<file path="src/rtl/gray_seq_pkg.sv">
// rtl/gray_seq_pkg.sv - shared state encoding and counter width for gray_seq_ctrl
package gray_seq_pkg;

  localparam int CNT_W = 4;

  typedef enum logic [1:0] {
    IDLE  = 2'd0,
    RUN   = 2'd1,
    PAUSE = 2'd2
  } state_t;

endpackage

</file>
<file path="src/rtl/gray_enc.sv">
// rtl/gray_enc.sv - combinational binary to Gray encoder
module gray_enc
  import gray_seq_pkg::*;
(
  input  logic [CNT_W-1:0] bin,
  output logic [CNT_W-1:0] gray
);

  // Adjacent binary values differ in exactly one Gray bit.
  assign gray = bin ^ (bin >> 1);

endmodule

</file>
<file path="src/rtl/gray_seq_ctrl.sv">
// rtl/gray_seq_ctrl.sv - button-driven Gray counter sequencer (optional GRAY_SEQ_DEBOUNCE_EN)
module gray_seq_ctrl
  import gray_seq_pkg::*;
#(
  parameter int TICK_DIV   = 50_000_000,
  parameter int DEB_CYCLES = 1_000_000
) (
  input  logic             clk,
  input  logic             rst,
  input  logic             btn_start,
  input  logic             btn_stop,
  input  logic             btn_load,
  input  logic             dir,
  input  logic [CNT_W-1:0] sw,
  output logic [CNT_W-1:0] led,
  output logic             busy,
  output logic             wrap
);

  localparam int PW = $clog2(TICK_DIV);
  localparam logic [PW-1:0] PRE_MAX = PW'(TICK_DIV - 1);

  if (TICK_DIV < 2 || DEB_CYCLES < 1) begin : g_param_check
    $error("gray_seq_ctrl: TICK_DIV must be >= 2 and DEB_CYCLES >= 1");
  end

  // Bit order in the synchronizer: {dir, load, stop, start}.
  logic [3:0] sync1, sync2;
  logic [2:0] btn_lvl, btn_lvl_q, btn_pulse;
  logic       start_p, stop_p, load_p, dir_s;

  // Two-flop synchronizer for all asynchronous inputs.
  always_ff @(posedge clk or posedge rst) begin
    if (rst) begin
      sync1 <= '0;
      sync2 <= '0;
    end else begin
      sync1 <= {dir, btn_load, btn_stop, btn_start};
      sync2 <= sync1;
    end
  end

`ifdef GRAY_SEQ_DEBOUNCE_EN
  localparam int DW = $clog2(DEB_CYCLES + 1);
  logic [DW-1:0] deb_cnt [3];
  logic [2:0]    deb_lvl;

  // Debounced level follows the synchronized level only after DEB_CYCLES consecutive differing samples.
  always_ff @(posedge clk or posedge rst) begin
    if (rst) begin
      deb_lvl <= '0;
      for (int i = 0; i < 3; i++) deb_cnt[i] <= '0;
    end else begin
      for (int i = 0; i < 3; i++) begin
        if (sync2[i] == deb_lvl[i]) begin
          deb_cnt[i] <= '0;
        end else if (deb_cnt[i] == DW'(DEB_CYCLES - 1)) begin
          deb_lvl[i] <= sync2[i];
          deb_cnt[i] <= '0;
        end else begin
          deb_cnt[i] <= deb_cnt[i] + DW'(1);
        end
      end
    end
  end

  assign btn_lvl = deb_lvl;
`else
  assign btn_lvl = sync2[2:0];
`endif

  // Previous button level for rising-edge detection.
  always_ff @(posedge clk or posedge rst) begin
    if (rst) btn_lvl_q <= '0;
    else     btn_lvl_q <= btn_lvl;
  end

  assign btn_pulse = btn_lvl & ~btn_lvl_q;
  assign start_p   = btn_pulse[0];
  assign stop_p    = btn_pulse[1];
  assign load_p    = btn_pulse[2];
  assign dir_s     = sync2[3];

  state_t           state, state_next;
  logic [CNT_W-1:0] cnt, cnt_next, led_next;
  logic [PW-1:0]    presc, presc_next;
  logic             tick, wrap_next;

  // State, counter, prescaler and registered outputs.
  always_ff @(posedge clk or posedge rst) begin
    if (rst) begin
      state <= IDLE;
      cnt   <= '0;
      presc <= '0;
      led   <= '0;
      busy  <= 1'b0;
      wrap  <= 1'b0;
    end else begin
      state <= state_next;
      cnt   <= cnt_next;
      presc <= presc_next;
      led   <= led_next;
      busy  <= (state_next == RUN);
      wrap  <= wrap_next;
    end
  end

  // Next-state, counter step, wrap detection and prescaler control.
  always_comb begin
    state_next = state;
    cnt_next   = cnt;
    wrap_next  = 1'b0;
    tick       = (state == RUN) && (presc == PRE_MAX);

    case (state)
      IDLE: begin
        if (!stop_p && start_p) state_next = RUN;
        if (load_p) cnt_next = sw;
      end
      RUN: begin
        if (stop_p) state_next = PAUSE;
        if (tick) begin
          if (dir_s) begin
            cnt_next  = cnt - CNT_W'(1);
            wrap_next = (cnt == '0);
          end else begin
            cnt_next  = cnt + CNT_W'(1);
            wrap_next = (cnt == '1);
          end
        end
      end
      PAUSE: begin
        if (stop_p) begin
          state_next = IDLE;
          cnt_next   = '0;
        end else if (start_p) begin
          state_next = RUN;
        end
        // A load arriving with the clearing stop still lands, since PAUSE accepts loads.
        if (load_p) cnt_next = sw;
      end
      default: state_next = IDLE;
    endcase

    // Prescaler runs only while staying in RUN; any entry or exit restarts it at 0.
    if (state == RUN && state_next == RUN) presc_next = tick ? '0 : presc + PW'(1);
    else                                   presc_next = '0;
  end

  gray_enc u_gray_enc (
    .bin  (cnt_next),
    .gray (led_next)
  );

endmodule

</file>
<file path="config.mk">
export PLATFORM = sky130hd
export DESIGN_NAME = gray_seq_ctrl
export DESIGN_NICKNAME = d
export VERILOG_FILES = /design/src/rtl/gray_seq_pkg.sv /design/src/rtl/gray_enc.sv /design/src/rtl/gray_seq_ctrl.sv
export SDC_FILE = /design/constraint.sdc
export NUM_CORES = 1
export LEC_CHECK = 0
export ABC_CLOCK_PERIOD_IN_PS = 2100
export CAP_MARGIN = 0
export CORE_UTILIZATION = 41
export DETAILED_ROUTE_END_ITERATION = 12
export GPL_TIMING_DRIVEN = 0
export PLACE_DENSITY = 0.62
export SYNTH_ARGS = -nofsm -noshare
export SYNTH_HDL_FRONTEND = slang
export SYNTH_SLANG_ARGS = --single-unit
</file>
<file path="constraint.sdc">
create_clock -name clk -period 2.1 [get_ports clk]
set_input_delay 0.315 -clock clk [delete_from_list [all_inputs] [get_ports clk]]
set_output_delay 0.315 -clock clk [all_outputs]
set_load 0.02 [all_outputs]
</file>
* Word level (Yosys, flattened, before mapping)
Cells that the tools add are included.
Storage, ports and cells: register bits after elaboration 49, bits of input ports 10, output and inout port bits 6, logic and storage cells 42
Operators by class: $add $sub $neg 3, equality and inequality tests 5, muxes and demuxes 16, bitwise gates (word level) 3, reductions and logical operators 6
Operator list (number):
- 26-bit 2-to-1 mux | 2
- 26-bit by 1-bit adder with 26-bit output (second input constant) | 1
- 26-bit == test (second input constant) | 1
- 4-bit 2-to-1 mux | 5
- 4-bit one-hot mux with 3 select lines | 1
- 2-bit 2-to-1 mux | 4
- 2-bit one-hot mux with 3 select lines | 1
- 4-bit by 1-bit adder with 4-bit output (second input constant) | 1
- 2-bit by 1-bit == test with 1-bit output (second input constant) | 2
- 4-bit == test (second input constant) | 1
- 4-bit zero test | 1
- 4-bit by 1-bit subtractor with 4-bit output (second input constant) | 1
- 4-bit by 3-bit bitwise XOR with 4-bit output | 1
- 3-bit AND | 1
- 1-bit logical AND | 3
- 1-bit 2-to-1 mux | 3
- 3-bit NOT | 1
- 2-bit == test (second input constant) | 1
- 2-bit zero test | 1
- 1-bit zero test | 1

* Depth between registers and ports, before layout
depth in word-level cells 9, mapped depth 9, mapped depth without buffers 6

* Cells and area by module
From an unflattened synthesis, not the netlist that was laid out.
Unflattened totals: cells, all modules 198, area total of the unflattened synthesis 2187.1 µm²
By module, submodules not included:
- gray_seq_ctrl | times used 1, cells each 194, area an instance 2153.3 µm², seq. area each 1226.2 µm²
- gray_enc | times used 1, cells each 4, area an instance 33.8 µm², seq. area each 0.0 µm²

* Worst setup path before layout
Ideal clock, no wire load.
kind register to register, from register sync2[3], to register led[2], library setup time 0.131 ns, arrival time 1.724 ns, required time 1.969 ns, slack 0.246 ns, stages on the path, launching flop included 7, buffers on the path 0, clock period less this slack 1.854 ns, cells stage by stage dfrtp_1 > ha_1 > a21oi_1 > a21oi_1 > nor4_4 > mux2_4 > xor2_1
Between the ends: word-level cells in the longest chain between the ends 4
RTL lines:
- start: declaration | line gray_seq_ctrl.sv:28 | logic [3:0] sync1, sync2;
- start signal: assignment | line gray_seq_ctrl.sv:39 | sync2 <= sync1;
- 4-bit 2-to-1 mux | line gray_seq_ctrl.sv:123 | if (dir_s) begin
- 4-bit 2-to-1 mux | line gray_seq_ctrl.sv:122 | if (tick) begin
- 4-bit one-hot mux with 3 select lines | line gray_seq_ctrl.sv:115 | case (state)
- via cnt_next[3] | line gray_seq_ctrl.sv:85 | logic [CNT_W-1:0] cnt, cnt_next, led_next;
- 4-bit by 3-bit bitwise XOR with 4-bit output | line gray_enc.sv:10 | assign gray = bin ^ (bin >> 1);
- via led_next[2] | line gray_seq_ctrl.sv:85
- end signal: assignment | line gray_seq_ctrl.sv:102 | led <= led_next;
- end: declaration | line gray_seq_ctrl.sv:15 | output logic [CNT_W-1:0] led,
The timed path passes the listed nets, and every way through them passes these cells.

* Worst setup path after layout
Same ends and word-level chain as after synthesis.

==> summary.md <==
| Metric | Value |
|---|---|
| CTS sink cnt | 48 |
| GPL Wtd Cong | 0.759 |
| IO Pins | 16 |
| Clock buffer count from CTS | 5 |
| Sw Share | 29.0% |
| Max_cap viols | 0 |
| Post-Synth Simple-Gate Area | 26.0% |
| Via count of the first global-routing pass | 1493 |
| Internal cell power | 0.00161 W |
| Peak supply drop | 462 uV |
| Worst-Skew Late Latency | 300 ps |
| Clock Power Share | about 30% |
| GRT busiest layer | met2 |
| Post-synth top area share | 50.8% |
| Slowest cell on crit path | dfrtp_2 |
| Largest area contributor in the netlist | dfrtp_1 |
| Cell mode on critical path | a21oi_1 |
| DR pass1 iterations | 4 |
| Net Count, Synth | 233 |
| Initial antenna violation count | 0 |
| Final WL | 4170 um |
| Slowest stage delay, CP | 470 ps |
| Synth Area in Adders | 2.44% |
| Outcome | complete, no violations |
| Worst-margin pin slew | 451 ps |
| Final Max Tran Viols | 0 |
| Number of synthesis warnings | 0 |
| Drt wl/cell | 13.1 um |
| Syn_area_per_cell | 10.8 um^2 |
| Gr usage total | 15.3% |
| Worst slew margin | 69.7% |
| Largest net degree at the start of global routing | 39 |
| Crit Path Max Fanout | 6 |
| XOR/XNOR share of the synthesized area | between 10% and 20% |
| Synthesized area | 0.00236 mm^2 |
| Top post-synthesis cells by area | dfrtp_1, xnor2_1, nor2_1, xor2_1, nand3_1 |
| CP arrival | 2170 ps |
| Switching power | 0.000656 W |
| LEAKAGE | 1.12 nW |
| Layout overhead on the synthesized area | 17.4% |
| Post-layout min period | 1990 ps |
| Grt met2 use | 23.4% |
| Highest clock rate | 502 MHz |
| Comb power frac | 22.4% |
| Die area | 0.00607 mm^2 |
| Placed insts | 307 |
| Die Span Y | 77.9 um |
| Worst Hold Class | in2async |
| Buffer depth of the longest clock path | 2 |
| Worst path bufs/invs | 0 |
| Clock Skew | 2.75 ps |
| H-tree levels | 2 |
| IO Port Bufs | 15 |
| Vias per inst | 5.06 |
| Met3 usage | 3.18% |
| # hold bufs at CTS | 0 |
| Post-synthesis cell count | ~220 |
| Worst EP required | 2280 ps |
| Sequential fraction of the synthesis area | 50.8% |
| Initial core utilization | 42.7% |
| Fillers | 528 |
| CP startpoint kind | flip-flop |
| Gr ovfl total | 0 |
| Flops & latches, synth | 48 |
| Final setup violation count | 0 |
| Cell Rows | 27 |
| Distinct cells, synth | 38 |
| RSZ-0062 raised after global routing | false |
| First-pass GRT wire length | 7220 um |
| Compound-Gate Fraction of Synth Area | 5.56% |
| DP HPWL | between 2000 and 3000 um |
| Crit. End Element | flip-flop |
| Layout cells sized above 1 | a little over an eighth |
| Reg clk slew, reported paths | around 90 ps |
| CTS tree | done |
| DIE WIDTH | a little under 80 um |
| Iteration-0 DRC Markers | 72 |
| CP top delay family | flip-flops |
| Root Driver | clkbuf_8 |
| Core area | 0.00554 mm^2 |
| Via count | between 1.5k and 2k |
| Post-route DRC | 0 |
| Met1 Resource Use GR | 21.9% |
| Cells along the critical path | ha_1 -> a21oi_1 -> a21oi_1 -> nor4_4 -> mux2_4 -> xor2_1 |
| Sequential power share | 47.6% |
| Final std cells w/o fill | 317 |
| Largest family of logic cells by synthesized area | simple AND/OR/NAND/NOR gates |
| Fin. Hold Viols | 0 |
| Antenna fix cells | 0 |
| Post-DRT Antenna Nets | 0 |
| Pwr Density | approximately 820 mW/mm^2 |
| Crit Path Class | reg2reg |
| Fin crit share | 94.8% |
| Multiplexer area fraction after synthesis | 1.06% |
| Nets | 258 |
| TNS Setup | 0 ps |
==> cells in the final DEF (no fill, tap or decap), drive strengths merged, types with 3 or more instances in the layout <==
master / n
o31ai: 3
nand3: 11
xor2: 12
a31oi: 3
nand4: 7
and3: 5
dfrtp: 48
nor2b: 4
clkdlybuf4s50: 15
clkbuf: 5
a21oi: 3
nor2: 36
nor3: 8
buf: 12
nand2: 10
nand2b: 3
nor4: 8
inv: 7
ha: 3
xnor2: 17
and4: 6
==> layout make-up <==
class | count | area [um^2] | share of cell area, %
plain buffers | 9 | 63.8 | 2.30
clock buffers | 5 | 68.8 | 2.48
clock inverters | 3 | 46.3 | 1.67
inverters | 6 | 22.5 | 0.812
multi-input cells | 156 | 1090 | 39.5
flip-flops and latches | 48 | 1200 | 43.3
well taps | 72 | 90.1 | 3.25
repair buffers | 18 | 185 | 6.68
==> power by group through the flow <==
stage          sequential (W)  combinational (W)  clock, W
2_1_floorplan         0.00112           0.000300         0
3_3_place_gp          0.00110           0.000480         0
3_5_place_dp          0.00110           0.000494         0
4_1_cts               0.00108           0.000496  0.000699
5_1_grt               0.00109           0.000562  0.000744
6_report              0.00108           0.000506  0.000678
==> cell usage after synthesis <==
library cell / number
a21oi_1: 3
a22oi_1: 2
and4b_1: 1
o21ai_0: 2
nor3b_1: 1
a22o_1: 1
and3_1: 5
o31a_1: 1
buf_4: 2
buf_2: 6
nor4_4: 1
or3_1: 1
nor4b_4: 2
and2_1: 2
mux2i_1: 1
nand2_1: 10
xor2_1: 12
nor2_1: 36
ha_1: 3
and3b_1: 1
mux2_4: 1
o31ai_4: 2
nor2b_1: 4
a31oi_1: 3
fa_1: 1
nor4_1: 6
inv_1: 6
nor4_2: 1
buf_6: 1
and4_1: 6
xnor2_1: 17
o31ai_2: 1
nand3_1: 11
dfrtp_1: 48
nand4_2: 2
nor3_1: 8
nand2b_1: 3
nand4_1: 5
==> routing by layer <==
layer	routed length, um	share of wire, %
met5	0	0
met4	35	0.84
met3	130	3.1
met2	1880	45
met1	2130	51
==> final timing paths <==
kind	to	depth (start not counted)	start	slack, ps
setup / recovery	led[2]	6	sync2[3]	110
hold / removal	sync1[1]	2	rst	250
setup reg to reg	led[2]	6	sync2[3]	110
hold reg to reg	sync2[0]	0	sync1[0]	360
max in group asynchronous	presc[16]	3	rst	1380
min in group clk	sync2[0]	0	sync1[0]	360
==> worst reg2reg max path: stages, from the launching register on <==
cell,delay (ps)
dfrtp_2,470
ha_1,350
a21oi_1,200
a21oi_1,130
nor4_4,250
mux2_4,340
xor2_1,140
==> kinds of logic (layout without fill, tap and decap cells) <==
kind of cell | after synthesis | in the layout
flip-flops | 48 | 48
AND/OR/NAND/NOR | 106 | 106
XOR/XNOR | 29 | 29
multiplexers | 2 | 2
buffers and inverters | 15 | 41
AO/OA/AOI/OAI | 15 | 15
adder cells (fa/ha/maj) | 4 | 4
==> through the flow <==
stage | power, W | util, % | hold WS (ps) | instance area [um^2] | setup WS, ps
6_report | 0.00226 | 50.1 | 249 | 2770 | 109
2_1_floorplan | 0.00142 | - | 331 | 2360 | 246
4_1_cts | 0.00227 | 49.4 | 249 | 2740 | 11.3
3_3_place_gp | 0.00158 | 47.0 | 333 | 2600 | -292
5_1_grt | 0.00239 | 50.1 | 263 | 2770 | 3.99
3_5_place_dp | 0.00159 | 47.4 | 336 | 2620 | 27.5
==> registers in the layout, indices dropped and copies added (netlist names) <==
signal and cells:
busy 1, state 2, led 3, btn_lvl_q 3
wrap 1, sync1 4, presc 26, cnt 4
sync2 4
==> what timing repair did <==
item                       CTS  global route
setup buffers                0             2
setup endpoints to repair    0            21
gates resized for setup      0             9
No activity file was read; power rests on OpenSTA's default activity.
